<file path="src/rtl/datapath_pkg.sv">
// Shared ALU opcode encoding and EX-stage control bundle for the datapath pipeline.
package datapath_pkg;

    localparam int OPCODE_W = 3;

    typedef enum logic [OPCODE_W-1:0] {
        OP_ADD = 3'b000,
        OP_SUB = 3'b001,
        OP_AND = 3'b010,
        OP_OR  = 3'b011,
        OP_XOR = 3'b100,
        OP_NOT = 3'b101,
        OP_SHL = 3'b110,
        OP_SHR = 3'b111
    } alu_op_e;

    typedef struct packed {
        alu_op_e op;
        logic    write_en;
        logic    write_alu;
        logic    is_load;
    } ex_ctrl_t;

endpackage

</file>
<file path="src/rtl/dp_alu.sv">
// Combinational ALU: eight ops modulo 2^DATA_W with carry/borrow/shift-out flag.
module dp_alu
    import datapath_pkg::*;
#(
    parameter int DATA_W = 8
) (
    input  logic [DATA_W-1:0]   a,
    input  logic [DATA_W-1:0]   b,
    input  logic [OPCODE_W-1:0] opcode,
    output logic [DATA_W-1:0]   result,
    output logic                zero,
    output logic                carry
);

    logic [DATA_W:0] sum_ext;

    assign sum_ext = {1'b0, a} + {1'b0, b};

    always_comb begin
        result = '0;
        carry  = 1'b0;
        case (alu_op_e'(opcode))
            OP_ADD: begin
                result = sum_ext[DATA_W-1:0];
                carry  = sum_ext[DATA_W];
            end
            OP_SUB: begin
                result = a - b;
                carry  = (a < b);
            end
            OP_AND: result = a & b;
            OP_OR:  result = a | b;
            OP_XOR: result = a ^ b;
            OP_NOT: result = ~a;
            OP_SHL: begin
                result = {a[DATA_W-2:0], 1'b0};
                carry  = a[DATA_W-1];
            end
            OP_SHR: begin
                result = {1'b0, a[DATA_W-1:1]};
                carry  = a[0];
            end
            default: begin
                result = '0;
                carry  = 1'b0;
            end
        endcase
    end

    assign zero = (result == '0);

endmodule

</file>
<file path="src/rtl/datapath_pipe.sv">
// Two-stage datapath: register file with EX bypass, single EX register, ALU and flags.
module datapath_pipe
    import datapath_pkg::*;
#(
    parameter  int DATA_W    = 8,
    parameter  int REG_COUNT = 16,
    localparam int ADDR_W    = $clog2(REG_COUNT)
) (
    input  logic                clk,
    input  logic                rst_n,
    input  logic                issue_valid,
    input  logic                hold,
    input  logic [OPCODE_W-1:0] alu_opcode,
    input  logic [ADDR_W-1:0]   ra_addr,
    input  logic [ADDR_W-1:0]   rb_addr,
    input  logic [ADDR_W-1:0]   write_addr,
    input  logic                write_en,
    input  logic                write_alu,
    input  logic                is_load,
    input  logic                imm_flag,
    input  logic [DATA_W-1:0]   imm_data,
    input  logic [DATA_W-1:0]   ram_data,
    output logic                issue_ready,
    output logic [DATA_W-1:0]   read_a,
    output logic [DATA_W-1:0]   read_b,
    output logic [DATA_W-1:0]   alu_out,
    output logic                alu_zero,
    output logic                alu_carry,
    output logic                flag_zero,
    output logic                flag_carry,
    output logic                ex_valid
);

    logic [DATA_W-1:0]    rf_reg [REG_COUNT];
    logic [REG_COUNT-1:0] row_we;

    logic                 ex_valid_reg;
    logic                 ex_valid_next;
    ex_ctrl_t             ex_ctrl_reg;
    logic [ADDR_W-1:0]    ex_dest_reg;
    logic [DATA_W-1:0]    ex_a_reg;
    logic [DATA_W-1:0]    ex_b_reg;
    logic [DATA_W-1:0]    ex_imm_reg;
    logic [DATA_W-1:0]    ex_ram_reg;
    logic                 flag_zero_reg;
    logic                 flag_carry_reg;

    logic                 accept;
    logic                 retire;
    logic                 rf_we;
    logic                 fwd_a;
    logic                 fwd_b;
    logic [DATA_W-1:0]    ex_wdata;
    logic [DATA_W-1:0]    alu_result;
    logic                 alu_z;
    logic                 alu_c;

    assign issue_ready = !hold;
    assign accept      = issue_valid && !hold;
    assign retire      = ex_valid_reg && !hold;
    assign rf_we       = retire && ex_ctrl_reg.write_en;

    dp_alu #(
        .DATA_W (DATA_W)
    ) u_alu (
        .a      (ex_a_reg),
        .b      (ex_b_reg),
        .opcode (ex_ctrl_reg.op),
        .result (alu_result),
        .zero   (alu_z),
        .carry  (alu_c)
    );

    always_comb begin
        ex_wdata = ex_imm_reg;
        if (ex_ctrl_reg.write_alu) begin
            ex_wdata = alu_result;
        end else if (ex_ctrl_reg.is_load) begin
            ex_wdata = ex_ram_reg;
        end
    end

    // Row 0 never gets a write strobe, so it stays at its reset value of zero.
    generate
        for (genvar gi = 0; gi < REG_COUNT; gi++) begin : g_row_we
            if (gi == 0) begin : g_zero
                assign row_we[gi] = 1'b0;
            end else begin : g_row
                assign row_we[gi] = rf_we && (ex_dest_reg == ADDR_W'(gi));
            end
        end
    endgenerate

    always_ff @(posedge clk or negedge rst_n) begin
        if (!rst_n) begin
            for (int i = 0; i < REG_COUNT; i++) begin
                rf_reg[i] <= '0;
            end
        end else begin
            for (int i = 0; i < REG_COUNT; i++) begin
                if (row_we[i]) begin
                    rf_reg[i] <= ex_wdata;
                end
            end
        end
    end

    // Bypass the in-flight write so back-to-back dependents see it without a stall.
    assign fwd_a  = ex_valid_reg && ex_ctrl_reg.write_en && (ex_dest_reg == ra_addr) && (ra_addr != '0);
    assign fwd_b  = ex_valid_reg && ex_ctrl_reg.write_en && (ex_dest_reg == rb_addr) && (rb_addr != '0);
    assign read_a = fwd_a ? ex_wdata : rf_reg[ra_addr];
    assign read_b = fwd_b ? ex_wdata : rf_reg[rb_addr];

    always_comb begin
        ex_valid_next = ex_valid_reg;
        if (accept) begin
            ex_valid_next = 1'b1;
        end else if (retire) begin
            ex_valid_next = 1'b0;
        end
    end

    always_ff @(posedge clk or negedge rst_n) begin
        if (!rst_n) begin
            ex_valid_reg <= 1'b0;
            ex_ctrl_reg  <= '0;
            ex_dest_reg  <= '0;
            ex_a_reg     <= '0;
            ex_b_reg     <= '0;
            ex_imm_reg   <= '0;
            ex_ram_reg   <= '0;
        end else begin
            ex_valid_reg <= ex_valid_next;
            if (accept) begin
                ex_ctrl_reg.op        <= alu_op_e'(alu_opcode);
                ex_ctrl_reg.write_en  <= write_en;
                ex_ctrl_reg.write_alu <= write_alu;
                ex_ctrl_reg.is_load   <= is_load;
                ex_dest_reg           <= write_addr;
                ex_a_reg              <= read_a;
                ex_b_reg              <= (write_alu && imm_flag) ? imm_data : read_b;
                ex_imm_reg            <= imm_data;
                ex_ram_reg            <= ram_data;
            end
        end
    end

    // Only ALU results touch the flags; loads and immediates pass through untouched.
    always_ff @(posedge clk or negedge rst_n) begin
        if (!rst_n) begin
            flag_zero_reg  <= 1'b0;
            flag_carry_reg <= 1'b0;
        end else if (retire && ex_ctrl_reg.write_alu) begin
            flag_zero_reg  <= alu_z;
            flag_carry_reg <= alu_c;
        end
    end

    assign alu_out    = alu_result;
    assign alu_zero   = alu_z;
    assign alu_carry  = alu_c;
    assign flag_zero  = flag_zero_reg;
    assign flag_carry = flag_carry_reg;
    assign ex_valid   = ex_valid_reg;

endmodule

</file>
<file path="config.mk">
export PLATFORM = sky130hd
export DESIGN_NAME = datapath_pipe
export DESIGN_NICKNAME = d
export VERILOG_FILES = /design/src/rtl/datapath_pkg.sv /design/src/rtl/dp_alu.sv /design/src/rtl/datapath_pipe.sv
export SDC_FILE = /design/constraint.sdc
export NUM_CORES = 1
export LEC_CHECK = 0
export CORE_UTILIZATION = 60
export CTS_CLUSTER_SIZE = 12
export DETAILED_ROUTE_END_ITERATION = 7
export PLACE_DENSITY = 0.81
export SLEW_MARGIN = 20
export SYNTH_ARGS = -nofsm -noshare
export SYNTH_HDL_FRONTEND = slang
export SYNTH_HIERARCHICAL = 1
export SYNTH_SLANG_ARGS = --single-unit
</file>
<file path="constraint.sdc">
create_clock -name clk -period 3.45 [get_ports clk]
set_clock_uncertainty 0.05 [all_clocks]
set_input_delay 0.345 -clock clk [delete_from_list [all_inputs] [get_ports clk]]
set_output_delay 0.345 -clock clk [all_outputs]
set_load 0.01 [all_outputs]
</file>
# Yosys cells after proc, flatten, opt, wreduce, memory -nomap -nowiden
# Cells that the tools add are included.
dict set report totals {
  inputBits 39
  output_inout_bits 30
  wordCells 108
  regBits 165
}
dict set report classes {
  addsub 2
  bitwise_logic 6
  muxes 15
  n_reduce_logical 31
  magnitude_cmp 3
  eq_ne 24
}
# operator n
set ops {}
lappend ops {{$mux W8} 9}
lappend ops {{$bmux W8 S4} 2}
lappend ops {{$pmux W8 S8} 1}
lappend ops {{$eq A4 B4 Y1 const B} 8}
lappend ops {{$logic_and A1 B1 Y1} 25}
lappend ops {{$eq A4 B3 Y1 const B} 4}
lappend ops {{$eq A3 B3 Y1 const B} 4}
lappend ops {{$ge A5 B5 Y1 const B} 2}
lappend ops {{$not A4 Y5} 2}
lappend ops {{$add A8 B8 Y9} 1}
lappend ops {{$and A8 B8 Y8} 1}
lappend ops {{$eq A4 B2 Y1 const B} 2}
lappend ops {{$eq A4 B4 Y1} 2}
lappend ops {{$logic_not A8 Y1} 1}
lappend ops {{$lt A8 B8 Y1} 1}
lappend ops {{$not A8 Y8} 1}
lappend ops {{$or A8 B8 Y8} 1}
lappend ops {{$reduce_bool A4 Y1} 2}
lappend ops {{$sub A8 B8 Y8} 1}
lappend ops {{$xor A8 B8 Y8} 1}
lappend ops {{$eq A3 B2 Y1 const B} 2}
lappend ops {{$eq A4 B1 Y1 const B} 1}
lappend ops {{$pmux W1 S4} 1}
lappend ops {{$eq A3 B1 Y1 const B} 1}
lappend ops {{4 further kinds} 5}

# Logic depth before layout (Yosys ltp)
# Gate-level depths: netlist of the first run.
dict set report depth {
  depth_word 6
  depth_mapped 13
  mapped_depth_nobuf 13
}

# Hierarchy
# Netlist of the first run, hierarchy kept.
# module cells_each seq_area_each_um2 n_inst area_each_um2
set modules_own_cells {}
lappend modules_own_cells {datapath_pipe 763 4129.0 1 8788.4}
lappend modules_own_cells {dp_alu 204 0.0 1 1370.1}

# Least setup slack after synthesis of the first run
# No wires, ideal clock.
dict set report synth_timing {
  path_type {flip-flop to output port}
  start {reg ex_a_reg[2]}
  end {out read_b[7]}
  arrival_ns 2.786
  t_required_ns 3.055
  setup_slack_ns 0.269
  stages_incl_launch_ff 12
  path_cell_list {dfrtp_1 inv_1 ha_1 clkbuf_1 nand4_1 and2_1 or3_1 a311o_1 a21oi_1 nand2_1 o21ai_1 mux2_4}
}
dict set report synth_between {
  elab_chain_len 4
  elab_cells_between_ends 5
}
# item line
set synth_lines {}
lappend synth_lines {{from (decl)} datapath_pipe.sv:41} ;# logic [DATA_W-1:0] ex_a_reg;
lappend synth_lines {{from (signal assigned)} datapath_pipe.sv:140} ;# ex_a_reg <= read_a;
lappend synth_lines {{$sub A8 B8 Y8 or $add A8 B8 Y9 (tied branches)} {dp_alu.sv:28, dp_alu.sv:17}}
lappend synth_lines {{$pmux W8 S8 (*)} dp_alu.sv:22} ;# case (alu_op_e'(opcode))
lappend synth_lines {{named net alu_out[7]} datapath_pipe.sv:26} ;# output logic [DATA_W-1:0] alu_out,
lappend synth_lines {{$mux W8 (*)} datapath_pipe.sv:76} ;# if (ex_ctrl_reg.write_alu) begin
lappend synth_lines {{$mux W8 (*)} datapath_pipe.sv:112} ;# assign read_b = fwd_b ? ex_wdata : rf_reg[rb_addr];
lappend synth_lines {{to (decl)} datapath_pipe.sv:25} ;# output logic [DATA_W-1:0] read_b,
# Mark *: on every way through the listed nets, which the timed path passes. The rest lies on a longest branch.

# Final worst setup path of the first run
dict set report layout_timing {
  start {reg ex_b_reg[2]}
  end {out read_a[6]}
}
dict set report layout_between {
  elab_chain_len 4
  elab_cells_between_ends 5
}
# item line
set layout_lines {}
lappend layout_lines {{from (decl)} datapath_pipe.sv:42} ;# logic [DATA_W-1:0] ex_b_reg;
lappend layout_lines {{from (signal assigned)} datapath_pipe.sv:141} ;# ex_b_reg <= (write_alu && imm_flag) ? imm_data : read_b;
lappend layout_lines {{$sub A8 B8 Y8 or $add A8 B8 Y9 (tied branches)} {dp_alu.sv:28, dp_alu.sv:17}}
lappend layout_lines {{$pmux W8 S8 (*)} dp_alu.sv:22}
lappend layout_lines {{$mux W8 (*)} datapath_pipe.sv:76}
lappend layout_lines {{$mux W8 (*)} datapath_pipe.sv:111} ;# assign read_a = fwd_a ? ex_wdata : rf_reg[ra_addr];
lappend layout_lines {{to (decl)} datapath_pipe.sv:24} ;# output logic [DATA_W-1:0] read_a,
# Mark *: on every way between the ends. The rest lies on a longest branch, timed or not.

==> summary.md, run 1 <==
| Metric | Value |
|---|---|
| Clock Power Share | `0.286` |
| Post-Synthesis Cells | `between 900 and 1,000` |
| Mean Syn Cell Area | `10.5 µm²` |
| Crit end category | `output port` |
| Sequential fraction of the synthesis area | `0.406` |
| Hold WS | `381 ps` |
| DIE WIDTH | `132 µm` |
| Met2 routed WL | `roughly 15,000 µm` |
| Hold Crit Class | `input pin to register` |
| Status | `complete, but fails checks` |
| WL met1 | `between 10,000 and 15,000 µm` |
| WL per Instance | `~23 µm` |
| Port Buffers | `68` |
| Commonest cells in the netlist | `nand2_1, dfrtp_1, o21ai_0, mux2_2, mux4_2` |
| Final Setup Violations | `2` |
| Combinational share of power | `0.345` |
| Final-report max-slew violation count | `0` |
| Final min period | `about 3500 ps` |
| Initial antenna violation count | `2` |
| Layout cell share with drive strength beyond 1 | `0.319` |
| Largest net degree at the start of global routing | `71` |
| Rows | `47` |
| Core Region | `around 17,000 µm²` |
| Most area-consuming cells after synthesis | `dfrtp_1, mux4_2, mux2_2` |
| Number of distinct library cells after synthesis | `between 60 and 70` |
| Period utilization | `1.01` |
| Post-DP Area | `between 10,000 and 15,000 µm²` |
| Max-capacitance violation count | `0` |
| CP Max Fanout | `7` |
| Register clock-pin slew on the reported worst setup and hold paths | `around 70 ps` |
| Main flop type after synthesis | `dfrtp_1` |
| Lkg Pwr | `5.67 nW` |
| Tightest Pin Transition | `between 1000 and 1500 ps` |
| Startpoint types | `register` |
| Synthesized flop and latch total | `about 170` |
| Sequential power share | `0.368` |
| CP Data Required Time | `just over 3000 ps` |
| Initial drt markers | `1,083` |
| Total number of H-tree levels | `4` |
| DR WL met3 | `~2600 µm` |
| Placed wire-length estimate | `roughly 22,000 µm` |
| Num Clock Sinks | `roughly 170` |
| Max reg flops | `120` |
| Final hold violation count | `0` |
| Cell Area, Synth | `10,200 µm²` |
| Initial Util | `0.613` |
| Gpl congestion | `~0.94` |
| Synth top area share | `0.406` |
| Post-route ant nets | `0` |
| Fmax achieved | `~290 MHz` |
| Area Growth Syn to Fin | `22.9%` |
| Layout Nets | `between 1,000 and 1,500` |
| Max IR drop VDD | `between 400 and 500 µV` |
| First-pass iteration count of the detailed router | `8` |
| ANT cells | `0` |
| First-pass GRT wire length | `around 49,000 µm` |
| Drt total wl | `roughly 31,000 µm` |
| Final instance area | `between 10,000 and 15,000 µm²` |
| Max_slew headroom | `0.180` |
| Design Power | `around 6.6 mW` |
| Skew-Pair Late Insertion Delay | `between 400 and 500 ps` |
| CTS Buf Count | `17` |
| Post-synth EDFFs | `0` |
| Drt via density | `6.63` |
| Via Count | `8,851` |
| GRT Residual Overflow | `0` |
| Net Count, Synth | `1,032` |
| Pwr dens | `around 530 nW/µm²` |
| Clk root buf | `clkbuf_16` |
| Failing checks | `setup timing` |
| Yosys top cell by area | `dfrtp_1` |
| Critical path class | `register to output port` |
| Vias in the first global route | `a little under 9,000` |
| Switch share | `0.345` |
| Pre-CTS setup slack | `-79.1 ps` |
| Drt drc | `0` |
| GRT Overall Usage | `0.372` |
| Ys Warns | `6` |
| Max Used Layer | `met5` |
| Worst path arrival time | `3090 ps` |
| Most frequent cell after synthesis | `nand2_1` |
| FFs w/ async S/R, synth | `1.00` |
| Die ar. | `~17,000 µm²` |
| Top-level I/O count | `around 70` |
| Final setup margin | `-36.9 ps` |
| Clock Path Buffers | `2` |
| Sw power | `~2.3 mW` |
| RSZ-0062 raised after global routing | `true` |
| Die Ht | `around 130 µm` |
| CTS tree | `yes` |
| P_int | `around 4.3 mW` |
[cell usage in the layout, fill, tap and decap left out, types with 9 or more instances in the layout]
cell and instances:
a21o_1 10, a21oi_1 17, a21oi_2 14, a221oi_1 9, a22o_1 14, a22oi_1 9, buf_2 9, buf_4 107
clkbuf_16 17, clkdlybuf4s50_1 45, dfrtp_1 164, dlygate4sd2_1 9, ha_1 18, inv_1 22, mux2_2 76, mux2i_1 17
mux4_1 10, mux4_2 44, nand2_1 178, nand2b_1 10, nor2_1 34, nor2b_1 11, nor3_1 17, o21a_1 10
o21ai_0 83, o21ai_1 17
[worst max-delay path: stages, from the launching register on]
cell and delay, ps:
dfrtp_1 390, inv_1 100, ha_4 290, buf_6 120, o21bai_1 80, a21o_1 210, a221oi_2 300, buf_4 160
nand2b_1 50, nand3_1 100, a21oi_2 70, nand2_1 100, o21ai_1 110, mux2_4 330, clkdlybuf4s15_2 230
[final cells by class]
cell class / count / area, µm²
clock buffer: 18 / 429
clock inverter: 14 / 143
fill: 1077 / 4100
inverter: 27 / 103
multi-input combinational: 708 / 5820
sequential: 165 / 4130
tap: 220 / 275
timing repair buffer: 184 / 1580
[per-stage QoR]
step | cells | utilization | setup TNS (ps)
global route | 1336 | 0.753 | -763
finish | 1336 | 0.753 | -53.8
global placement | 1285 | 0.694 | 0
floorplan | 967 | - | 0
CTS | 1334 | 0.744 | -151
detailed placement | 1285 | 0.694 | -133
[cells by family after synthesis]
group,Yosys count,synth area share
flip-flops,165,0.406
AND/OR/NAND/NOR,293,0.130
buffers and inverters,94,0.0485
AO/OA/AOI/OAI,226,0.141
XOR/XNOR,10,0.00862
multiplexers,153,0.232
adder cells (fa/ha/maj),26,0.0335
[power groups by stage]
stage                     clock network (mW)  registers (mW)  logic [mW]
after floorplan                            0            2.37        1.18
after global placement                     0            2.42        1.98
after detailed placement                   0            2.44        2.01
after CTS                               1.88            2.41        2.14
after global routing                    1.96            2.46        2.42
final                                   1.89            2.43        2.28
[per-layer routing]
layer	global-route usage	up-vias
met1	0.500	4341
met5	0	-
met3	0.0650	147
li1	-	3779
met4	0.194	4
met2	0.586	580
[what timing repair did]
item / CTS / global route
gates resized for setup: 81 / 36
buffers inserted: 16 / 2
endpoints found under the hold margin: 68 / 0
pin swaps: 11 / 13
hold buffers: 1 / 0
endpoints found under the setup margin: 21 / 13
[final timing paths]
path	from	to	slack [ps]	depth (start not counted)
setup / recovery	ex_b_reg[2]$_DFFE_PN0P_	read_a[6]	-40	14
hold / removal	write_addr[1]	ex_dest_reg[1]$_DFFE_PN0P_	380	3
setup reg to reg	ex_a_reg[0]$_DFFE_PN0P_	rf_reg[92]$_DFFE_PN0P_	400	12
hold reg to reg	ex_imm_reg[4]$_DFFE_PN0P_	ex_imm_reg[4]$_DFFE_PN0P_	430	2
max in group asynchronous	rst_n	rf_reg[59]$_DFFE_PN0P_	2110	3
min in group asynchronous	rst_n	rf_reg[42]$_DFFE_PN0P_	420	2
Note: power is estimated with default switching activity, not from simulation.
==> inputs of run 2 (changes only) <==
--- a/config.mk
+++ b/config.mk
@@ -5,10 +5,12 @@
 export SDC_FILE = /design/constraint.sdc
 export NUM_CORES = 1
 export LEC_CHECK = 0
+export CAP_MARGIN = 20
 export CORE_UTILIZATION = 60
 export CTS_CLUSTER_SIZE = 12
 export DETAILED_ROUTE_END_ITERATION = 7
-export PLACE_DENSITY = 0.81
+export HOLD_SLACK_MARGIN = 0.15
+export PLACE_DENSITY = 0.92
 export SLEW_MARGIN = 20
 export SYNTH_ARGS = -nofsm -noshare
 export SYNTH_HDL_FRONTEND = slang
==> summary.md, run 2 (synthesis gave the netlist of run 1 again) <==
| Metric | Value |
|---|---|
| Status | `complete, but fails checks` |
| Failing checks | `DRC, setup timing` |
| Register clock-pin slew on the reported worst setup and hold paths | `about 60 ps` |
| Max IR drop VDD | `a little under 400 µV` |
| Commonest non-fill, non-tap cell in the layout | `nand2_1` |
| Area Growth Syn to Fin | `23.5%` |
| Placed wire-length estimate | `roughly 22,000 µm` |
| Largest net degree at the start of global routing | `just over 100` |
| CP Data Required Time | `about 3100 ps` |
| Fin util | `0.756` |
| Fmax achieved | `284 MHz` |
| Worst hold path startpoint | `alu_opcode[1]` |
| Final-report max-slew violation count | `0` |
| Total number of H-tree levels | `4` |
| GRT Overall Usage | `0.401` |
| WHS Path Cells | `3` |
| Filler instances | `994` |
| Commonest cells after routing, fill and taps aside | `nand2_1, dfrtp_1, buf_4` |
| R2R depth | `20` |
| Skew-Pair Late Insertion Delay | `450 ps` |
| Clock Path Buffers | `2` |
| Num Clock Sinks | `between 150 and 200` |
| Top-level I/O count | `69` |
| Drt via density | `roughly 7` |
| Port Buffers | `68` |
| Final setup margin | `-74.2 ps` |
| Initial Util | `0.613` |
| Period utilization | `1.02` |
| Die ar. | `around 17,000 µm²` |
| GRT Residual Overflow | `0` |
| Post-route ant nets | `0` |
| Critical path class | `register to output port` |
| Non-Filler Instances | `roughly 1,300` |
| Die Ht | `132 µm` |
| Max reg flops | `120` |
| Core Region | `around 17,000 µm²` |
| Hold Crit Class | `input pin to register` |
| Startpoint types | `register` |
| Lkg Pwr | `~5.7 nW` |
| Drt drc | `14` |
| CTS Buf Count | `17` |
| Max_slew headroom | `0.174` |
| CTS tree | `yes` |
| ANT cells | `0` |
| Layout cell share with drive strength beyond 1 | `0.330` |
| Vias in the first global route | `around 9,500` |
| Worst path arrival time | `between 3000 and 4000 ps` |
| WL per Instance | `around 26 µm` |
| R2R Setup Slk | `~90 ps` |
| Max-capacitance violation count | `0` |
| CP Max Fanout | `6` |
| Clk root buf | `clkbuf_16` |
| DIE WIDTH | `roughly 130 µm` |
| Hold Path Sink | `ex_ctrl_reg[4]$_DFFE_PN0P_` |
| RR Startpoint | `ex_b_reg[3]$_DFFE_PN0P_` |
| Layout Nets | `1,170` |
| First-pass iteration count of the detailed router | `8` |
| Gpl congestion | `~0.94` |
| RSZ-0062 raised after global routing | `true` |
| Placed cell count | `1,285` |
| First-pass GRT wire length | `between 50,000 and 60,000 µm` |
| Initial antenna violation count | `0` |
| Drt total wl | `34,100 µm` |
| Pwr dens | `around 530 nW/µm²` |
| Final min period | `about 3500 ps` |
| Rows | `47` |
| Tightest Pin Transition | `roughly 1200 ps` |
| Final Setup Violations | `4` |
| Initial drt markers | `1,211` |
| Via Count | `9,366` |
| Final hold violation count | `0` |
| Crit end category | `output port` |
| Worst R2R End | `ex_a_reg[7]$_DFFE_PN0P_` |
==> run 2: changes by cell type in the layout (fill, tap and decap cells not counted), moves of 4 or more <==
cell,previous run,this run
dfrtp_1,164,158
a21oi_2,14,10
clkbuf_2,0,4
a21oi_1,17,21
dlygate4sd2_1,9,3
dfrtp_2,1,7
dlymetal6s2s_1,1,6
==> run 2: cell type report <==
cell class              instances  area, µm²  area share
multi-input cells             708       5830       0.465
inverters                      27        106     0.00848
repair buffers                186       1620       0.129
clock inverters                12        121     0.00968
flip-flops and latches        165       4140       0.330
well taps                     220        275      0.0219
clock buffers                  20        447      0.0356
==> run 2: layer usage <==
layer	GRT usage	vias up	wire (µm)
li1	-	3772	-
met1	0.476	4528	11500
met2	0.646	801	16100
met3	0.0950	265	3690
met4	0.286	0	2810
met5	0	-	0
==> run 2: worst max-delay path by stage <==
stage                endpoint  slack, ps  cells after the start                  startpoint
floorplan           read_b[7]        270                     11     ex_a_reg[2]$_DFFE_PN0P_
global placement     alu_zero        -60                     10     ex_a_reg[0]$_DFFE_PN0P_
detailed placement  read_a[7]       -110                     12     ex_b_reg[1]$_DFFE_PN0P_
CTS                  alu_zero       -110                     11     ex_a_reg[0]$_DFFE_PN0P_
global route         alu_zero       -160                     11     ex_a_reg[0]$_DFFE_PN0P_
finish              read_b[3]        -70                     10  ex_ctrl_reg[3]$_DFFE_PN0P_
==> run 2: repair_timing <==
item	CTS	global route
setup buffers	16	4
setup endpoints to repair	21	29
hold buffers	1	0
gates resized for setup	72	65
pin swaps	18	14
hold endpoints to repair	98	0
==> run 2: worst max-delay path: stages, from the launching register on <==
cell             delay, ps
dfrtp_2                470
buf_4                  180
nor2_1                 210
nand2_2                180
buf_4                  200
o221ai_2               210
buf_4                  160
nand2_1                 80
o21a_2                 230
a21oi_2                200
clkdlybuf4s50_1        560
==> run 2: power breakdown <==
group | total, mW | switching (mW) | internal, mW
clock network | 1.88 | 0.852 | 1.03
registers | 2.47 | 0.268 | 2.20
logic | 2.36 | 1.24 | 1.13
==> run 2: per-stage QoR <==
step	power, mW	worst slack (ps)	area [µm²]	hold WS, ps	TNS [ps]
floorplan	3.55	269	10200	-0.591	0
global placement	4.34	-58.4	11500	406	-78.9
detailed placement	4.43	-112	11500	417	-371
CTS	6.44	-113	12300	383	-390
global route	6.92	-155	12500	397	-817
finish	6.71	-74.2	12500	379	-160
